==> src/rtl/branch_resolver_pkg.sv <==
// Shared types, widths and decode constants for the branch resolver.
package branch_resolver_pkg;

    localparam int unsigned XLEN     = 32;
    localparam int unsigned F3_W     = 3;
    localparam int unsigned STATUS_W = 3;
    localparam int unsigned FCNT_W   = 4;

    // Bit positions inside the ALU compare-flag vector
    localparam int unsigned STATUS_EQ  = 0;
    localparam int unsigned STATUS_LT  = 1;
    localparam int unsigned STATUS_LTU = 2;

    typedef enum logic [1:0] {
        ST_IDLE     = 2'd0,
        ST_REDIRECT = 2'd1,
        ST_FLUSH    = 2'd2
    } state_t;

    localparam logic [F3_W-1:0] F3_BEQ  = 3'b000;
    localparam logic [F3_W-1:0] F3_BNE  = 3'b001;
    localparam logic [F3_W-1:0] F3_BLT  = 3'b100;
    localparam logic [F3_W-1:0] F3_BGE  = 3'b101;
    localparam logic [F3_W-1:0] F3_BLTU = 3'b110;
    localparam logic [F3_W-1:0] F3_BGEU = 3'b111;

    // jalr clears bit 0 of the computed address; branch/jal are pc-relative
    function automatic logic [XLEN-1:0] calc_target(
        input logic            jalr,
        input logic [XLEN-1:0] pc,
        input logic [XLEN-1:0] imm,
        input logic [XLEN-1:0] rs1
    );
        logic [XLEN-1:0] sum;
        sum = jalr ? (rs1 + imm) : (pc + imm);
        return jalr ? {sum[XLEN-1:1], 1'b0} : sum;
    endfunction

endpackage

==> src/rtl/branch_resolver_cond.sv <==
// Branch condition decode: funct3 and compare flags to taken / illegal.
module branch_cond
    import branch_resolver_pkg::*;
(
    input  logic [F3_W-1:0]     funct3,
    input  logic [STATUS_W-1:0] status,
    output logic                taken_c,
    output logic                illegal_c
);

    always_comb begin
        taken_c   = 1'b0;
        illegal_c = 1'b0;
        case (funct3)
            F3_BEQ:  taken_c = status[STATUS_EQ];
            F3_BNE:  taken_c = !status[STATUS_EQ];
            F3_BLT:  taken_c = status[STATUS_LT];
            F3_BGE:  taken_c = !status[STATUS_LT];
            F3_BLTU: taken_c = status[STATUS_LTU];
            F3_BGEU: taken_c = !status[STATUS_LTU];
            default: illegal_c = 1'b1;
        endcase
    end

endmodule

==> src/rtl/branch_resolver.sv <==
// Execute-stage control-transfer resolver: decides redirects, drives the
// fetch redirect strobe, holds flush, and reports misaligned/illegal transfers.
module branch_resolver
    import branch_resolver_pkg::*;
#(
    parameter int unsigned FLUSH_CYCLES = 2,
    parameter int unsigned CNT_W        = 16
) (
    input  logic                clk,
    input  logic                rst,
    input  logic                in_valid,
    output logic                in_ready,
    input  logic                is_branch,
    input  logic                is_jal,
    input  logic                is_jalr,
    input  logic [F3_W-1:0]     funct3,
    input  logic [STATUS_W-1:0] status,
    input  logic [XLEN-1:0]     pc,
    input  logic [XLEN-1:0]     imm,
    input  logic [XLEN-1:0]     rs1,
    output logic                redirect,
    output logic [XLEN-1:0]     target,
    output logic [XLEN-1:0]     link,
    output logic                flush,
    output logic                misalign,
    output logic                illegal,
    output logic [CNT_W-1:0]    taken_count
);

    state_t              state_q, state_d;
    logic [FCNT_W-1:0]   fcnt_q, fcnt_d;
    logic                redirect_d, flush_d, misalign_d, illegal_d;
    logic [XLEN-1:0]     target_d, link_d;
    logic [CNT_W-1:0]    count_d;

    logic                accept;
    logic [1:0]          class_cnt;
    logic                class_ok;
    logic                cond_taken, cond_illegal;
    logic [XLEN-1:0]     tgt;

    branch_cond u_cond (
        .funct3    (funct3),
        .status    (status),
        .taken_c   (cond_taken),
        .illegal_c (cond_illegal)
    );

    assign in_ready  = (state_q == ST_IDLE);
    assign accept    = in_valid && in_ready;
    assign class_cnt = 2'(is_branch) + 2'(is_jal) + 2'(is_jalr);
    assign class_ok  = (class_cnt == 2'd1);
    assign tgt       = calc_target(is_jalr, pc, imm, rs1);

    // State register and registered outputs
    always_ff @(posedge clk or posedge rst) begin
        if (rst) begin
            state_q     <= ST_IDLE;
            fcnt_q      <= '0;
            redirect    <= 1'b0;
            flush       <= 1'b0;
            misalign    <= 1'b0;
            illegal     <= 1'b0;
            target      <= '0;
            link        <= '0;
            taken_count <= '0;
        end else begin
            state_q     <= state_d;
            fcnt_q      <= fcnt_d;
            redirect    <= redirect_d;
            flush       <= flush_d;
            misalign    <= misalign_d;
            illegal     <= illegal_d;
            target      <= target_d;
            link        <= link_d;
            taken_count <= count_d;
        end
    end

    // Next-state and next-output logic; flush is high exactly while not IDLE
    always_comb begin
        state_d    = state_q;
        fcnt_d     = fcnt_q;
        redirect_d = 1'b0;
        flush_d    = 1'b0;
        misalign_d = 1'b0;
        illegal_d  = 1'b0;
        target_d   = target;
        link_d     = link;
        count_d    = taken_count;

        case (state_q)
            ST_IDLE: begin
                if (accept) begin
                    if (!class_ok || (is_branch && cond_illegal)) begin
                        illegal_d = 1'b1;
                    end else begin
                        if (!is_branch) begin
                            link_d = pc + XLEN'(4);
                        end
                        if (!is_branch || cond_taken) begin
                            if (tgt[1]) begin
                                misalign_d = 1'b1;
                            end else begin
                                redirect_d = 1'b1;
                                flush_d    = 1'b1;
                                target_d   = tgt;
                                count_d    = taken_count + CNT_W'(1);
                                state_d    = ST_REDIRECT;
                            end
                        end
                    end
                end
            end
            ST_REDIRECT: begin
                state_d = ST_FLUSH;
                fcnt_d  = FCNT_W'(FLUSH_CYCLES - 1);
                flush_d = 1'b1;
            end
            ST_FLUSH: begin
                if (fcnt_q == '0) begin
                    state_d = ST_IDLE;
                end else begin
                    fcnt_d  = fcnt_q - FCNT_W'(1);
                    flush_d = 1'b1;
                end
            end
            default: state_d = ST_IDLE;
        endcase
    end

endmodule
==> config.mk <==
export PLATFORM = sky130hd
export DESIGN_NAME = branch_resolver
export DESIGN_NICKNAME = d
export VERILOG_FILES = /design/src/rtl/branch_resolver_pkg.sv /design/src/rtl/branch_resolver_cond.sv /design/src/rtl/branch_resolver.sv
export SDC_FILE = /design/constraint.sdc
export NUM_CORES = 1
export LEC_CHECK = 0
export ABC_CLOCK_PERIOD_IN_PS = 3000
export CAP_MARGIN = 30
export CORE_MARGIN = 8
export CORE_UTILIZATION = 43
export DETAILED_ROUTE_END_ITERATION = 12
export PLACE_DENSITY = 0.85
export SETUP_SLACK_MARGIN = 0.02
export SYNTH_ARGS = -nofsm -noshare
export SYNTH_HDL_FRONTEND = slang
export SYNTH_SLANG_ARGS = --single-unit
export TNS_END_PERCENT = 20
==> constraint.sdc <==
create_clock -name clk -period 3 [get_ports clk]
set_clock_uncertainty 0.1 [all_clocks]
set_input_delay 0.45 -clock clk [delete_from_list [all_inputs] [get_ports clk]]
set_output_delay 0.45 -clock clk [all_outputs]
set_load 0.02 [all_outputs]
==> summary.txt, run 1 <==
Outcome
  • Outcome: complete, no violations

Critical path
  • R2R Path End: taken_count[12]
  • Critical R2R Launch: state_q[0]
  • WS Path Type: primary input to register
  • Worst path top cell family by delay: compound AO/OA/AOI/OAI gates
  • R2R cell count: 7
  • CP Cell Sequence: clkdlybuf4s50_1 -> mux2_2 -> ha_2 -> fa_2 -> a211oi_2 -> o21bai_2 -> o21ai_2 -> o31ai_2 -> a221oi_2 -> buf_4 -> nand4_1 -> nand3_1
  • R2R Setup Slk: 930 ps
  • CP bufs+invs: 2
  • Worst Path Max Fanout: 3
  • CP arrival: 3100 ps
  • CP required: 3180 ps
  • Max incr delay on CP: 440 ps
  • CP max-delay cell: clkdlybuf4s50_1
  • Critical Path End Type: register
  • Worst setup SP type: primary input

Floorplan
  • Die width: 135.8 µm
  • Row count: 43
  • Placeable Area: 0.01393 mm²
  • Chip height: 135.8 µm
  • I/O Pins: 193
  • Starting Density: 0.4426
  • Area of the die: 0.01843 mm²

STA
  • Slew @ Worst Pin: 580.0 ps
  • Final Hold Fails: 0
  • Final setup fails: 0
  • Tcrit/Tclk final: 0.9740
  • Worst slew margin: 0.6129
  • Final hold slack: 373.7 ps
  • Pins Over Slew Limit: 0
  • Min cycle time layout: 2922 ps
  • F_max: 342.2 MHz
  • RSZ-0062 raised after global routing: yes

Placement
  • PortBufs: 191
  • GPL Wtd Cong: 0.9781
  • Placed Cells: 1184
  • Detailed Place HPWL: 17220 µm

Synthesis
  • #FFs+latches synth: 89
  • Syn_nets: 832
  • Syn Area/Cell: 8.964 µm²
  • Unique masters post-synth: 71
  • Asr flop ratio synth: 1.000
  • Mapped Area: 0.006167 mm²
  • Post-Syn Instances: 688
  • Post-synthesis sequential area ratio: 0.3611
  • Yosys warnings: 0
  • Number of flops mapped to enable cells by yosys: 0
  • Most common flop cell mapped by yosys: dfrtp_1

Power and ir drop
  • Worst-case vdd ir drop: 0.0004440 V
  • Lkg Pwr: 4.222 nW
  • P_sw: 2.482 mW
  • Pwr per Cell Area: 662.5 mW/mm²
  • Power Total: 6.452 mW
  • Gate power share: 0.512
  • Sequential share of power: 0.310
  • Clock power share: 0.178
  • Sw Share: 0.3847
  • Int Pwr: 3.970 mW

CTS
  • Cts hold-fix bufs: 0
  • CTS tree: built
  • H-tree depth: 3
  • Worst-path clk slew: 70 ps
  • Max clock buf depth: 2
  • Number of buffers created by CTS: 9
  • Clk root buf: clkbuf_16
  • Clock Sinks: 89
  • Clock Latency Late Sink: 340 ps

Global routing
  • GR Util met3: 0.03783
  • GR Overflow Total: 0
  • Gr usage total: 0.2292
  • GR Layer Usage met2: 0.3852
  • First-pass GRT wire length: 33510 µm
  • Largest net degree at the start of global routing: 61
  • Initial antenna violation count: 0
  • Met1 GRT Util: 0.2835
  • Vias in the first global route: 6497
  • GR peak layer: met2

Final layout
  • # diodes: 0
  • Area growth from synthesis to layout: 57.92%
  • Layout net count: 1162
  • Fraction of layout cells with a size suffix above 1: 0.2307
  • Final cell count without fillers: 1203
  • Util after Layout: 0.6989

Job
  • Max-cap viol count: 0

Route
  • Vias: 6451
  • DRC: 0
  • DRT Wirelength: 21170 µm
  • Antenna-violating nets left: 0
  • Vias/cell: 5.362
  • Avg WL per Cell: 17.60 µm
  • DR pass1 iterations: 5
  • Drt initial violations: 509

Hold path
  • HP Class: primary input to asynchronous set/reset pin
layout make-up:
class | count | area [µm²]
Tap cell | 180 | 225.2
Inverter | 20 | 76.32
Sequential cell | 89 | 2227
Multi-Input combinational cell | 555 | 3810
Fill cell | 1074 | 4195
Clock buffer | 12 | 236.5
Timing Repair Buffer | 343 | 3110
Clock inverter | 4 | 53.80
kinds of logic after synthesis:
family / count (synthesis) / synth area share
flip-flops: 89 / 0.3611
XOR/XNOR: 72 / 0.1023
buffers and inverters: 44 / 0.03003
other: 1 / 0.0006081
adder cells (fa/ha/maj): 36 / 0.07547
AND/OR/NAND/NOR: 221 / 0.1735
AO/OA/AOI/OAI: 189 / 0.1923
multiplexers: 36 / 0.06472
registers in the layout, summed over array words and instances, names as in the netlist:
register,cells
link,32
target,31
taken_count,16
fcnt_q,4
state_q,2
flush,1
illegal,1
misalign,1
redirect,1
per-layer routing:
| layer | routed length [µm] | vias up |
|---|---|---|
| met5 | 0 | - |
| met4 | 729 | 0 |
| met3 | 1191 | 41 |
| met2 | 10410 | 205 |
| met1 | 8837 | 3088 |
| li1 | - | 3117 |
power groups by stage:
stage | Clock, mW | Combinational (mW) | Sequential, mW
4_1_cts | 1.16 | 3.31 | 2.00
5_1_grt | 1.21 | 3.56 | 2.06
3_3_place_gp | 0 | 3.22 | 1.99
2_1_floorplan | 0 | 1.03 | 2.51
3_5_place_dp | 0 | 3.28 | 2.01
6_report | 1.15 | 3.31 | 2.00
metrics by stage:
stage               setup WS [ps]  setup TNS (ps)  instance area, µm²
global placement           -616.6          -21630                9389
global route               -20.50          -20.50                9739
CTS                         26.50               0                9694
finish                      77.97               0                9739
detailed placement         -703.1          -31260                9389
floorplan                   20.44               0                6176
cell usage after synthesis (3+ instances only):
cell type	instances	area share
dfrtp_1	89	0.36
nand2_1	84	0.051
a21oi_1	68	0.055
nor2_1	58	0.035
o21ai_0	53	0.043
xnor2_1	43	0.061
ha_1	34	0.069
mux2_2	31	0.057
xor2_1	29	0.041
inv_1	19	0.012
nand3_1	15	0.012
nand4_1	12	0.012
nor3_1	12	0.0097
buf_2	11	0.0089
clkbuf_1	8	0.0049
o21bai_1	8	0.0097
a211oi_1	7	0.0085
and3_1	7	0.0071
o21ai_1	6	0.0049
a21o_1	5	0.0061
mux2i_1	5	0.0081
nor3b_1	4	0.0049
or3_1	4	0.0041
a211o_1	3	0.0043
a21boi_0	3	0.0037
and2_1	3	0.0030
nand2b_1	3	0.0030
o21a_1	3	0.0037
o22ai_1	3	0.0030
worst max-delay path by stage:
stage / from / endpoint / slack, ps / cells past startpoint
global route: pc[0] / target[28] / -20 / 12
finish: pc[0] / target[28] / 80 / 12
detailed placement: is_jalr / target[24] / -700 / 11
floorplan: is_jalr / target[28] / 20 / 11
global placement: is_jalr / target[29] / -620 / 11
CTS: is_jalr / target[31] / 30 / 11
layout by cell type, fill, tap and decap left out, types with 4 or more instances in the layout:
| cell | n |
|---|---|
| inv_1 | 18 |
| or3_1 | 4 |
| a21oi_1 | 65 |
| o21ai_1 | 6 |
| clkdlybuf4s50_1 | 190 |
| ha_1 | 33 |
| o21bai_1 | 7 |
| nor2_1 | 57 |
| o21ai_0 | 52 |
| mux2i_1 | 5 |
| a21o_1 | 5 |
| a211oi_1 | 4 |
| a211oi_2 | 4 |
| and3_1 | 7 |
| buf_12 | 5 |
| xor2_1 | 29 |
| nor3_1 | 12 |
| xnor2_1 | 43 |
| nor3b_1 | 4 |
| nand4_1 | 12 |
| nand3_1 | 15 |
| a21oi_2 | 4 |
| nand2_1 | 83 |
| clkbuf_16 | 9 |
| buf_4 | 147 |
| dfrtp_1 | 89 |
| mux2_2 | 31 |
repair_timing:
item | CTS | global route
gates resized for setup | 5 | 10
setup endpoints to repair | 63 | 34
pin swaps | 2 | 6
buffers inserted | 1 | 2
hold endpoints to repair | 0 | 0
Power figures use the tool's default switching activity.
==> run 2: changes to the inputs <==
- TNS_END_PERCENT: 20 -> 100
==> run 2 against run 1 <==
  * Flip-flop and latch count stayed put
  * Design area is 0.15% higher
  * Worst setup slack better by 20 ps
  * Fmax is 0.70% higher
  * Non-clock buffer count stayed put
  * Via count hardly changed
  * Largest power group unchanged
==> summary.txt, run 2 (synthesis gave the netlist of run 1 again) <==
Critical path
  • Worst setup SP type: primary input (unchanged)
  • CP arrival: 3090 ps (was 3100 ps)
  • WS Path Type: primary input to register (unchanged)
  • Worst Path Max Fanout: 3 (unchanged)
  • CP required: 3180 ps (about the same)
  • R2R Setup Slk: 920 ps (was 930 ps)
  • Critical Path End Type: register (unchanged)

CTS
  • Clock Latency Late Sink: 340 ps (about the same)
  • Clk root buf: clkbuf_16 (unchanged)
  • H-tree depth: 3 (unchanged)
  • Clock Sinks: 89 (unchanged)
  • Number of buffers created by CTS: 9 (unchanged)
  • CTS tree: built (unchanged)
  • Cts hold-fix bufs: 0 (unchanged)
  • Worst-path clk slew: 70 ps (about the same)
  • Max clock buf depth: 2 (unchanged)

Job
  • Max-cap viol count: 0 (unchanged)

Power and ir drop
  • Pwr per Cell Area: 662.8 mW/mm² (was 662.5 mW/mm²)
  • Lkg Pwr: 4.223 nW (was 4.222 nW)
  • Worst-case vdd ir drop: 0.0004443 V (was 0.0004440 V)

Final layout
  • Area growth from synthesis to layout: 58.17% (was 57.92%)
  • Register name with the most flops: link (unchanged)
  • Commonest non-fill, non-tap cell in the layout: clkdlybuf4s50_1 (unchanged)
  • Max FFs per register: 32 (unchanged)
  • Layout net count: 1162 (unchanged)
  • Highest-count cells in the layout ignoring fill and taps: clkdlybuf4s50_1 (190), buf_4 (147), dfrtp_1 (89) (unchanged)
  • Fraction of layout cells with a size suffix above 1: 0.2297 (was 0.2307)
  • Largest registers: link (32), target (31), taken_count (16) (unchanged)
  • Final cell count without fillers: 1203 (unchanged)
  • # diodes: 0 (unchanged)

Floorplan
  • Placeable Area: 0.01393 mm² (unchanged)
  • I/O Pins: 193 (unchanged)
  • Area of the die: 0.01843 mm² (unchanged)
  • Starting Density: 0.4426 (unchanged)
  • Die width: 135.8 µm (unchanged)
  • Row count: 43 (unchanged)
  • Chip height: 135.8 µm (unchanged)

Placement
  • Detailed Place HPWL: 17220 µm (unchanged)
  • PortBufs: 191 (unchanged)
  • Placed Cells: 1184 (unchanged)
  • GPL Wtd Cong: 0.9781 (unchanged)

Global routing
  • Gr usage total: 0.2292 (unchanged)
  • First-pass GRT wire length: 33510 µm (unchanged)
  • GR Overflow Total: 0 (unchanged)
  • Largest net degree at the start of global routing: 61 (unchanged)
  • Vias in the first global route: 6497 (unchanged)
  • Initial antenna violation count: 0 (unchanged)

Route
  • Vias: 6455 (was 6451)
  • DRC: 0 (unchanged)
  • DR pass1 iterations: 5 (unchanged)
  • DRT Wirelength: 21150 µm (was 21170 µm)
  • Antenna-violating nets left: 0 (unchanged)
  • Avg WL per Cell: 17.58 µm (was 17.60 µm)
  • Drt initial violations: 424 (was 509)
  • Vias/cell: 5.366 (was 5.362)

STA
  • Final setup fails: 0 (unchanged)
  • F_max: 344.6 MHz (was 342.2 MHz)
  • Setup total negative slack: 0 ps (unchanged)
  • RSZ-0062 raised after global routing: yes (unchanged)
  • Pins Over Slew Limit: 0 (unchanged)
  • Tcrit/Tclk final: 0.9673 (was 0.9740)
  • Worst slew margin: 0.6119 (was 0.6129)
  • Final Hold Fails: 0 (unchanged)
  • Min cycle time layout: 2902 ps (was 2922 ps)
  • Slew @ Worst Pin: 581.4 ps (was 580.0 ps)

Outcome
  • Outcome: complete, no violations (unchanged)

Hold path
  • HP Class: primary input to asynchronous set/reset pin (unchanged)
## run 2: cell types whose count changed in the layout (fill, tap and decap cells not counted)
cell	before	now
o31ai_2	2	1
a221oi_2	2	1
a211oi_2	4	3
a221oi_4	0	1
o31ai_4	0	1
a211oi_1	4	5
## run 2: final cells by class
| class | count | area [µm²] |
|---|---|---|
| fill | 1076 | 4180 |
| multi-input combinational | 555 | 3825 |
| timing repair buffer | 343 | 3110 |
| sequential | 89 | 2227 |
| clock buffer | 12 | 236.5 |
| tap | 180 | 225.2 |
| inverter | 20 | 76.32 |
| clock inverter | 4 | 53.80 |
## run 2: worst max-delay path: stages
cell and delay, ps:
clkdlybuf4s50_1 440, mux2_2 290, ha_2 200, fa_2 350, a211oi_2 220, o21bai_2 100, o21ai_2 210, o31ai_4 130
a221oi_4 330, buf_4 160, nand4_1 90, nand3_1 100
## run 2: repair_timing
action,4_1_cts,5_1_grt
setup endpoints to repair,63,34
resized for setup,5,11
pin swaps,2,6
setup buffers,1,2
hold endpoints to repair,0,0
## run 2: final timing paths
kind | startpoint | to | cells after the start
hold reg to reg | taken_count[15] | taken_count[15] | 1
max in group asynchronous | rst | link[4] | 3
min in group clk | taken_count[15] | taken_count[15] | 1
hold / removal | rst | link[26] | 2
setup / recovery | pc[0] | target[28] | 12
setup reg to reg | state_q[0] | taken_count[12] | 7
## run 2: through the flow
stage,hold slack (ps),area [µm²],util,power (mW),worst slack [ps]
floorplan,375.6,6176,-,3.540,20.44
global placement,362.6,9389,0.6738,5.210,-616.6
detailed placement,374.6,9389,0.6738,5.284,-703.1
CTS,388.2,9694,0.6957,6.473,26.50
global route,402.3,9754,0.7000,6.845,3.581
finish,373.6,9754,0.7000,6.465,98.21
## run 2: per-layer routing
metal,vias up,global-route usage,part of all wire
met4,0,0.09932,0.035
met2,188,0.3852,0.49
met5,-,0,0
met1,3110,0.2835,0.42
met3,42,0.03783,0.054
li1,3115,-,-
## run 2: report_power, final
| group | switching [mW] | internal [mW] |
|---|---|---|
| logic | 1.66 | 1.65 |
| registers | 0.323 | 1.68 |
| clock network | 0.505 | 0.649 |
| total | 2.49 | 3.97 |
